<file path="config.mk">
export PLATFORM = sky130hd
export DESIGN_NAME = i2c_config_sequencer
export DESIGN_NICKNAME = d
export VERILOG_FILES = /design/src/rtl/i2c_cfg_pkg.sv /design/src/rtl/i2c_clk_gen.sv /design/src/rtl/i2c_config_sequencer.sv
export SDC_FILE = /design/constraint.sdc
export NUM_CORES = 1
export LEC_CHECK = 0
export CORE_MARGIN = 3
export CORE_UTILIZATION = 61
export CTS_BUF_LIST = sky130_fd_sc_hd__clkbuf_16
export DETAILED_ROUTE_END_ITERATION = 7
export DONT_BUFFER_PORTS = 1
export PLACE_DENSITY = 0.77
export SYNTH_ARGS = -nofsm -noshare
export SYNTH_HDL_FRONTEND = slang
export SYNTH_SLANG_ARGS = --single-unit
</file>
<file path="constraint.sdc">
create_clock -name iCLK -period 6.03 [get_ports iCLK]
set_input_delay 1.5075 -clock iCLK [delete_from_list [all_inputs] [get_ports iCLK]]
set_output_delay 1.5075 -clock iCLK [all_outputs]
set_load 0.02 [all_outputs]
</file>
<file path="src/rtl/i2c_cfg_pkg.sv">
// Shared types and constants for the I2C configuration sequencer.
// Read-back states exist only when I2C_CFG_READBACK_EN is defined.
package i2c_cfg_pkg;

  localparam int   IDX_W   = 8;
  localparam int   WDATA_W = 24;
  localparam logic ACK_OK  = 1'b0;

  typedef enum logic [3:0] {
    S_IDLE,
    S_LOAD,
    S_ISSUE,
    S_WAIT_END,
    S_CHECK,
    S_GAP,
    S_DONE,
    S_FAIL
`ifdef I2C_CFG_READBACK_EN
    ,
    S_RD_ISSUE,
    S_RD_WAIT,
    S_VERIFY
`endif
  } seq_state_e;

endpackage

</file>
<file path="src/rtl/i2c_clk_gen.sv">
// Free-running SCL-rate divider: I2C_CLK toggles every CLK_DIV cycles, and I2C_EN
// pulses for one cycle together with each 1->0 transition of I2C_CLK.
module i2c_clk_gen #(
  parameter int CLK_DIV = 250
) (
  input  logic iCLK,
  input  logic iRST_N,
  output logic I2C_CLK,
  output logic I2C_EN
);

  localparam int                CNT_W  = (CLK_DIV > 2) ? $clog2(CLK_DIV) : 1;
  localparam logic [CNT_W-1:0]  DIV_TC = CNT_W'(CLK_DIV - 1);

  logic [CNT_W-1:0] div_cnt;

  always_ff @(posedge iCLK) begin
    if (!iRST_N) begin
      div_cnt <= '0;
      I2C_CLK <= 1'b1;
      I2C_EN  <= 1'b0;
    end else begin
      I2C_EN <= 1'b0;
      if (div_cnt == DIV_TC) begin
        div_cnt <= '0;
        I2C_CLK <= ~I2C_CLK;
        I2C_EN  <= I2C_CLK;
      end else begin
        div_cnt <= div_cnt + CNT_W'(1);
      end
    end
  end

endmodule

</file>
<file path="src/rtl/i2c_config_sequencer.sv">
// Walks an external register table and issues one 3-byte I2C write per entry with
// NACK retry. Defining I2C_CFG_READBACK_EN adds a read-back verify after each write.
module i2c_config_sequencer
  import i2c_cfg_pkg::*;
#(
  parameter int         CLK_DIV   = 250,
  parameter int         LUT_SIZE  = 32,
  parameter logic [7:0] DEV_ADDR  = 8'h42,
  parameter int         MAX_RETRY = 3,
  parameter int         GAP_TICKS = 4
) (
  input  logic               iCLK,
  input  logic               iRST_N,
  input  logic               START,
  output logic [IDX_W-1:0]   LUT_INDEX,
  input  logic [15:0]        LUT_DATA,
  output logic               I2C_CLK,
  output logic               I2C_EN,
  output logic [WDATA_W-1:0] I2C_WDATA,
  output logic               WR,
  output logic               GO,
  input  logic               ACK,
  input  logic               END,
  output logic               BUSY,
  output logic               DONE,
  output logic               ERROR
`ifdef I2C_CFG_READBACK_EN
  ,
  input  logic [7:0]         I2C_RDATA
`endif
);

  // state      | meaning
  // IDLE       | waiting for START
  // LOAD       | latch {DEV_ADDR, LUT_DATA} for the current index
  // ISSUE      | raise GO
  // WAIT_END   | hold GO until END, capture ACK
  // CHECK      | judge write ACK: advance, retry or fail
  // GAP        | GO low for GAP_TICKS I2C_EN ticks
  // DONE/FAIL  | table finished / retries exhausted
  // RD_ISSUE   | raise GO with WR=0 (read-back build)
  // RD_WAIT    | hold GO until END, capture ACK and read data
  // VERIFY     | judge read-back: advance or retry the write

  localparam int                 RETRY_W   = 8;
  localparam int                 GAP_W     = 16;
  localparam logic [IDX_W-1:0]   LAST_IDX  = IDX_W'(LUT_SIZE - 1);
  localparam logic [RETRY_W-1:0] RETRY_LIM = RETRY_W'(MAX_RETRY);
  localparam logic [GAP_W-1:0]   GAP_LOAD  = GAP_W'(GAP_TICKS);

  seq_state_e           state_q, state_n;
  logic [IDX_W-1:0]     idx_q, idx_n;
  logic [RETRY_W-1:0]   retry_q, retry_n;
  logic [GAP_W-1:0]     gap_q, gap_n;
  logic                 adv_q, adv_n;
  logic                 go_q, go_n;
  logic [WDATA_W-1:0]   wdata_q, wdata_n;
  logic                 busy_q, busy_n;
  logic                 done_q, done_n;
  logic                 err_q, err_n;
  logic                 ack_q, ack_n;
  logic                 xfer_ok;
`ifdef I2C_CFG_READBACK_EN
  logic                 wr_q, wr_n;
  logic                 rd_q, rd_n;
  logic                 match_q, match_n;

  assign xfer_ok = (ack_q == ACK_OK) && ((state_q != S_VERIFY) || match_q);
  assign WR      = wr_q;
`else
  assign xfer_ok = (ack_q == ACK_OK);
  assign WR      = 1'b1;
`endif

  i2c_clk_gen #(.CLK_DIV(CLK_DIV)) u_clk_gen (
    .iCLK    (iCLK),
    .iRST_N  (iRST_N),
    .I2C_CLK (I2C_CLK),
    .I2C_EN  (I2C_EN)
  );

  always_ff @(posedge iCLK) begin
    if (!iRST_N) begin
      state_q <= S_IDLE;
      idx_q   <= '0;
      retry_q <= '0;
      gap_q   <= '0;
      adv_q   <= 1'b0;
      go_q    <= 1'b0;
      wdata_q <= '0;
      busy_q  <= 1'b0;
      done_q  <= 1'b0;
      err_q   <= 1'b0;
      ack_q   <= 1'b1;
`ifdef I2C_CFG_READBACK_EN
      wr_q    <= 1'b1;
      rd_q    <= 1'b0;
      match_q <= 1'b0;
`endif
    end else begin
      state_q <= state_n;
      idx_q   <= idx_n;
      retry_q <= retry_n;
      gap_q   <= gap_n;
      adv_q   <= adv_n;
      go_q    <= go_n;
      wdata_q <= wdata_n;
      busy_q  <= busy_n;
      done_q  <= done_n;
      err_q   <= err_n;
      ack_q   <= ack_n;
`ifdef I2C_CFG_READBACK_EN
      wr_q    <= wr_n;
      rd_q    <= rd_n;
      match_q <= match_n;
`endif
    end
  end

  always_comb begin
    state_n = state_q;
    idx_n   = idx_q;
    retry_n = retry_q;
    gap_n   = gap_q;
    adv_n   = adv_q;
    go_n    = go_q;
    wdata_n = wdata_q;
    busy_n  = busy_q;
    done_n  = done_q;
    err_n   = err_q;
    ack_n   = ack_q;
`ifdef I2C_CFG_READBACK_EN
    wr_n    = wr_q;
    rd_n    = rd_q;
    match_n = match_q;
`endif
    case (state_q)
      S_IDLE, S_DONE, S_FAIL: begin
        if (START) begin
          state_n = S_LOAD;
          idx_n   = '0;
          retry_n = '0;
          done_n  = 1'b0;
          err_n   = 1'b0;
          busy_n  = 1'b1;
        end
      end
      S_LOAD: begin
        wdata_n = {DEV_ADDR, LUT_DATA};
`ifdef I2C_CFG_READBACK_EN
        wr_n    = 1'b1;
`endif
        state_n = S_ISSUE;
      end
      S_ISSUE: begin
        go_n    = 1'b1;
        state_n = S_WAIT_END;
      end
      S_WAIT_END: begin
        // GO falls on the same edge that samples END so the controller sees it next cycle
        if (END) begin
          ack_n   = ACK;
          go_n    = 1'b0;
          state_n = S_CHECK;
        end
      end
`ifdef I2C_CFG_READBACK_EN
      S_RD_ISSUE: begin
        go_n    = 1'b1;
        wr_n    = 1'b0;
        state_n = S_RD_WAIT;
      end
      S_RD_WAIT: begin
        if (END) begin
          ack_n   = ACK;
          match_n = (I2C_RDATA == wdata_q[7:0]);
          go_n    = 1'b0;
          state_n = S_VERIFY;
        end
      end
      S_CHECK, S_VERIFY: begin
`else
      S_CHECK: begin
`endif
        go_n  = 1'b0;
        gap_n = GAP_LOAD;
        adv_n = 1'b0;
`ifdef I2C_CFG_READBACK_EN
        rd_n  = 1'b0;
`endif
        if (xfer_ok) begin
          state_n = S_GAP;
`ifdef I2C_CFG_READBACK_EN
          if (state_q == S_CHECK) rd_n = 1'b1;
          else                    adv_n = 1'b1;
`else
          adv_n = 1'b1;
`endif
        end else if (retry_q < RETRY_LIM) begin
          retry_n = retry_q + RETRY_W'(1);
          state_n = S_GAP;
        end else begin
          state_n = S_FAIL;
          busy_n  = 1'b0;
          err_n   = 1'b1;
        end
      end
      S_GAP: begin
        if (I2C_EN) begin
          if (gap_q > GAP_W'(1)) begin
            gap_n = gap_q - GAP_W'(1);
          end else
`ifdef I2C_CFG_READBACK_EN
          if (rd_q) begin
            state_n = S_RD_ISSUE;
          end else
`endif
          if (adv_q) begin
            if (idx_q == LAST_IDX) begin
              state_n = S_DONE;
              done_n  = 1'b1;
              busy_n  = 1'b0;
            end else begin
              idx_n   = idx_q + IDX_W'(1);
              retry_n = '0;
              state_n = S_LOAD;
            end
          end else begin
            state_n = S_LOAD;
          end
        end
      end
      default: state_n = S_IDLE;
    endcase
  end

  assign LUT_INDEX = idx_q;
  assign I2C_WDATA = wdata_q;
  assign GO        = go_q;
  assign BUSY      = busy_q;
  assign DONE      = done_q;
  assign ERROR     = err_q;

endmodule

</file>
==> parameters.txt <==
Parameter                              Value

Routing
  Post-route antenna net violation count    0
  Number of vias per cell    6.392
  Vias after detailed routing    3081
  Average routed wire per standard cell    16.17 um
  Final routed wirelength across all metal layers    7794 um
  # DRC    0
  DRT Pass-1 Iters    5
  Number of DRC markers in iteration 0    219

Cells and area
  Total Nets Final    434
  Antenna diode instance count    0
  Synth-to-Final Area Change    6.907%
  Most common cell after layout, fill and taps aside    sky130_fd_sc_hd__dfxtp_1
  Leading cell types in the layout, fill and taps excluded    68 x sky130_fd_sc_hd__dfxtp_1, 61 x sky130_fd_sc_hd__nand2_1, 38 x sky130_fd_sc_hd__a21oi_1
  Layout Cells excl Fill    482
  Fraction of layout instances using a drive strength above 1    8.010%

Die
  Die area    6580 um^2
  Initial Utilization    65.31%
  Die Height    81.12 um
  IO Count    60
  Die extent in x    81.12 um
  Area of the core region    5270 um^2
  Cell row count    26

Critical path
  Cell occurring most often along the worst timing path    sky130_fd_sc_hd__o211ai_1
  Critical-path cell with the highest stage delay    sky130_fd_sc_hd__or4_1
  Worst Setup SP    START
  Worst Setup Path Type    in2reg
  Nature of the critical path startpoint    primary input
  CP Max Fanout    9
  Endpoint class of the critical path    flop
  Top Family by Delay on Critical Path    compound AO/OA/AOI/OAI gates
  R2r startpoint    state_q[1]$_SDFFE_PN0P_
  Critical path data required time    6.28 ns
  Number of buffer and inverter instances along the worst setup path    0
  WP data arrival    3.35 ns
  Largest incremental delay on the critical path    0.61 ns
  Chain of cells forming the critical path    nand2b_1 > a2bb2oi_1 > o211ai_1 > or4_1 > o211ai_1

Timing
  Minimum period implied by the final worst setup slack    3.094 ns
  Final setup skew    0.004475 ns
  Fmax achieved    323.2 MHz
  Fin Setup TNS    0 ns
  Max Slew Vio Count    0
  Worst slew pin tran    0.9676 ns
  Endpoints failing hold    0
  Headroom to the max-slew limit    35.14%
  Count of final setup violators    0
  RSZ-0062 raised after global routing    false
  Final clock period utilization by the worst path    51.32%

Yosys
  Flop and latch count out of synthesis    68
  Post-synth top area share    39.55%
  Synth area leader    sky130_fd_sc_hd__dfxtp_1
  Post-synthesis cell type count    58
  Post-synthesis cell count    419
  Sequential fraction of the synthesis area    39.55%
  Count of flip-flops with a built-in enable after synthesis    0
  Ys async rst share    0%
  Synth area leaders    sky130_fd_sc_hd__dfxtp_1 40%, sky130_fd_sc_hd__nand2_1 6.7%, sky130_fd_sc_hd__a21oi_1 5.5%
  YS warnings    0
  Mean post-synth cell area    8.215 um^2
  Prevailing post-synth register cell    sky130_fd_sc_hd__dfxtp_1
  Area of the mapped netlist    3442 um^2

Status
  Outcome    finished, final reports clean

CTS
  Reg clk slew, reported paths    0.06 ns
  Buffer levels on the longest clock path    2
  Clock latency on the worst-skew pair    0.33 ns
  Root buf cell    sky130_fd_sc_hd__clkbuf_16
  Clock tree sinks    68
  Post-CTS setup repair buffer count    0
  Number of buffers added by the clock tree synthesis step    9
  Total of cells resized after clock tree synthesis    0
  Deepest level of the CTS H-tree    3
  Clock tree from TritonCTS    built
  Post-CTS Hold Fix Bufs    0

Placed design
  Number of buffers inserted by port buffering    0
  Detailed placement HPWL    5296 um
  Cell count after placement    466
  Final Wtd Congestion    0.8580

GRT
  Wire length of the first global-routing pass    12640 um
  Aggregate global-route resource usage    24.44%
  Aggregate global routing overflow    0
  Antenna violations before repair    0
  Number of global-route vias before repair    2772
  Pin count of the biggest net entering global routing    36

Min path
  Origin of the worst min-delay path    retry_q[7]$_SDFFE_PN0P_
  Worst min path class    reg2reg

Pwr
  Total leakage power    0.001347 uW
  Ratio of total power to cell area    303.3 nW/um^2
  Pwr Total    1116 uW
  Worst supply voltage drop on vdd    0.0001662 V

Flow run
  Maximum Capacitance Violations    0
==> cell usage after synthesis, types with 4 or more instances <==
cell                       count
sky130_fd_sc_hd__dfxtp_1      68
sky130_fd_sc_hd__nand2_1      61
sky130_fd_sc_hd__a21oi_1      38
sky130_fd_sc_hd__nor2_1       28
sky130_fd_sc_hd__clkbuf_1     16
sky130_fd_sc_hd__nand3_1      16
sky130_fd_sc_hd__or4_1        16
sky130_fd_sc_hd__o21ai_0      12
sky130_fd_sc_hd__buf_4        10
sky130_fd_sc_hd__inv_1        10
sky130_fd_sc_hd__o211ai_1     10
sky130_fd_sc_hd__nand4_1       9
sky130_fd_sc_hd__nor3_1        9
sky130_fd_sc_hd__or3_1         9
sky130_fd_sc_hd__o31ai_1       8
sky130_fd_sc_hd__and3_1        6
sky130_fd_sc_hd__ha_1          6
sky130_fd_sc_hd__and2_1        5
sky130_fd_sc_hd__nand2b_1      5
sky130_fd_sc_hd__or2_2         5
sky130_fd_sc_hd__xnor2_1       5
sky130_fd_sc_hd__a31oi_1       4
sky130_fd_sc_hd__a41oi_1       4
==> report_power, final <==
group | switching [uW] | internal [uW]
registers | 47.7 | 472
clock network | 190 | 275
logic | 85.1 | 45.2
==> worst min-delay path, delay by kind of cell, from the launching register on <==
| family | cells | cell delay (ns) |
|---|---|---|
| flip-flops | 1 | 0.33 |
| buffers and inverters | 1 | 0.05 |
| AND/OR/NAND/NOR | 1 | 0.03 |
==> registers in the layout, summed over array words and instances (netlist names), 3 cells and up <==
register	flops
u_clk_gen.div_cnt	8
LUT_INDEX	8
I2C_WDATA	17
gap_q	16
retry_q	8
state_q	3
==> metal layers <==
metal	global-route usage, %	part of all wire (%)
met5	0	0
met2	39.16	47
met1	30.65	44
met4	11.49	1.5
met3	6.319	7.1
==> kinds of logic after synthesis <==
kind of cell / share of synthesized area (%)
fa+ha+maj: 2.181
simple gates: 28.61
xor+xnor: 2.036
mux: 1.200
other cells: 0.2182
compound gates: 20.65
buf+inv: 5.562
flops: 39.55
==> area by class of cell <==
class / count / area, um^2
multi-input combinational: 316 / 1913
clock inverter: 7 / 43.79
sequential: 68 / 1361
inverter: 11 / 41.29
clock buffer: 9 / 225.2
timing repair buffer: 1 / 7.507
fill: 440 / 1590
tap: 70 / 87.58
==> path summary, 6_finish.rpt <==
path | slack (ns) | end | cells past startpoint
worst max-delay path | 2.94 | LUT_INDEX[6]$_SDFFE_PN0P_ | 5
worst min-delay path | 0.45 | retry_q[7]$_SDFFE_PN0P_ | 2
worst max register to register | 3.36 | LUT_INDEX[6]$_SDFFE_PN0P_ | 5
worst min register to register | 0.45 | retry_q[7]$_SDFFE_PN0P_ | 2
==> metrics by stage <==
stage	hold WS [ns]	setup WS (ns)	cell area [um^2]	util, %
floorplan	0.4166	2.981	3461	-
detailed placement	0.4423	2.701	3411	64.72
CTS	0.4506	3.033	3680	69.82
global placement	0.4409	2.772	3411	64.72
finish	0.4544	2.936	3680	69.82
global route	0.4762	2.787	3680	69.82
Power figures use the tool's default switching activity.
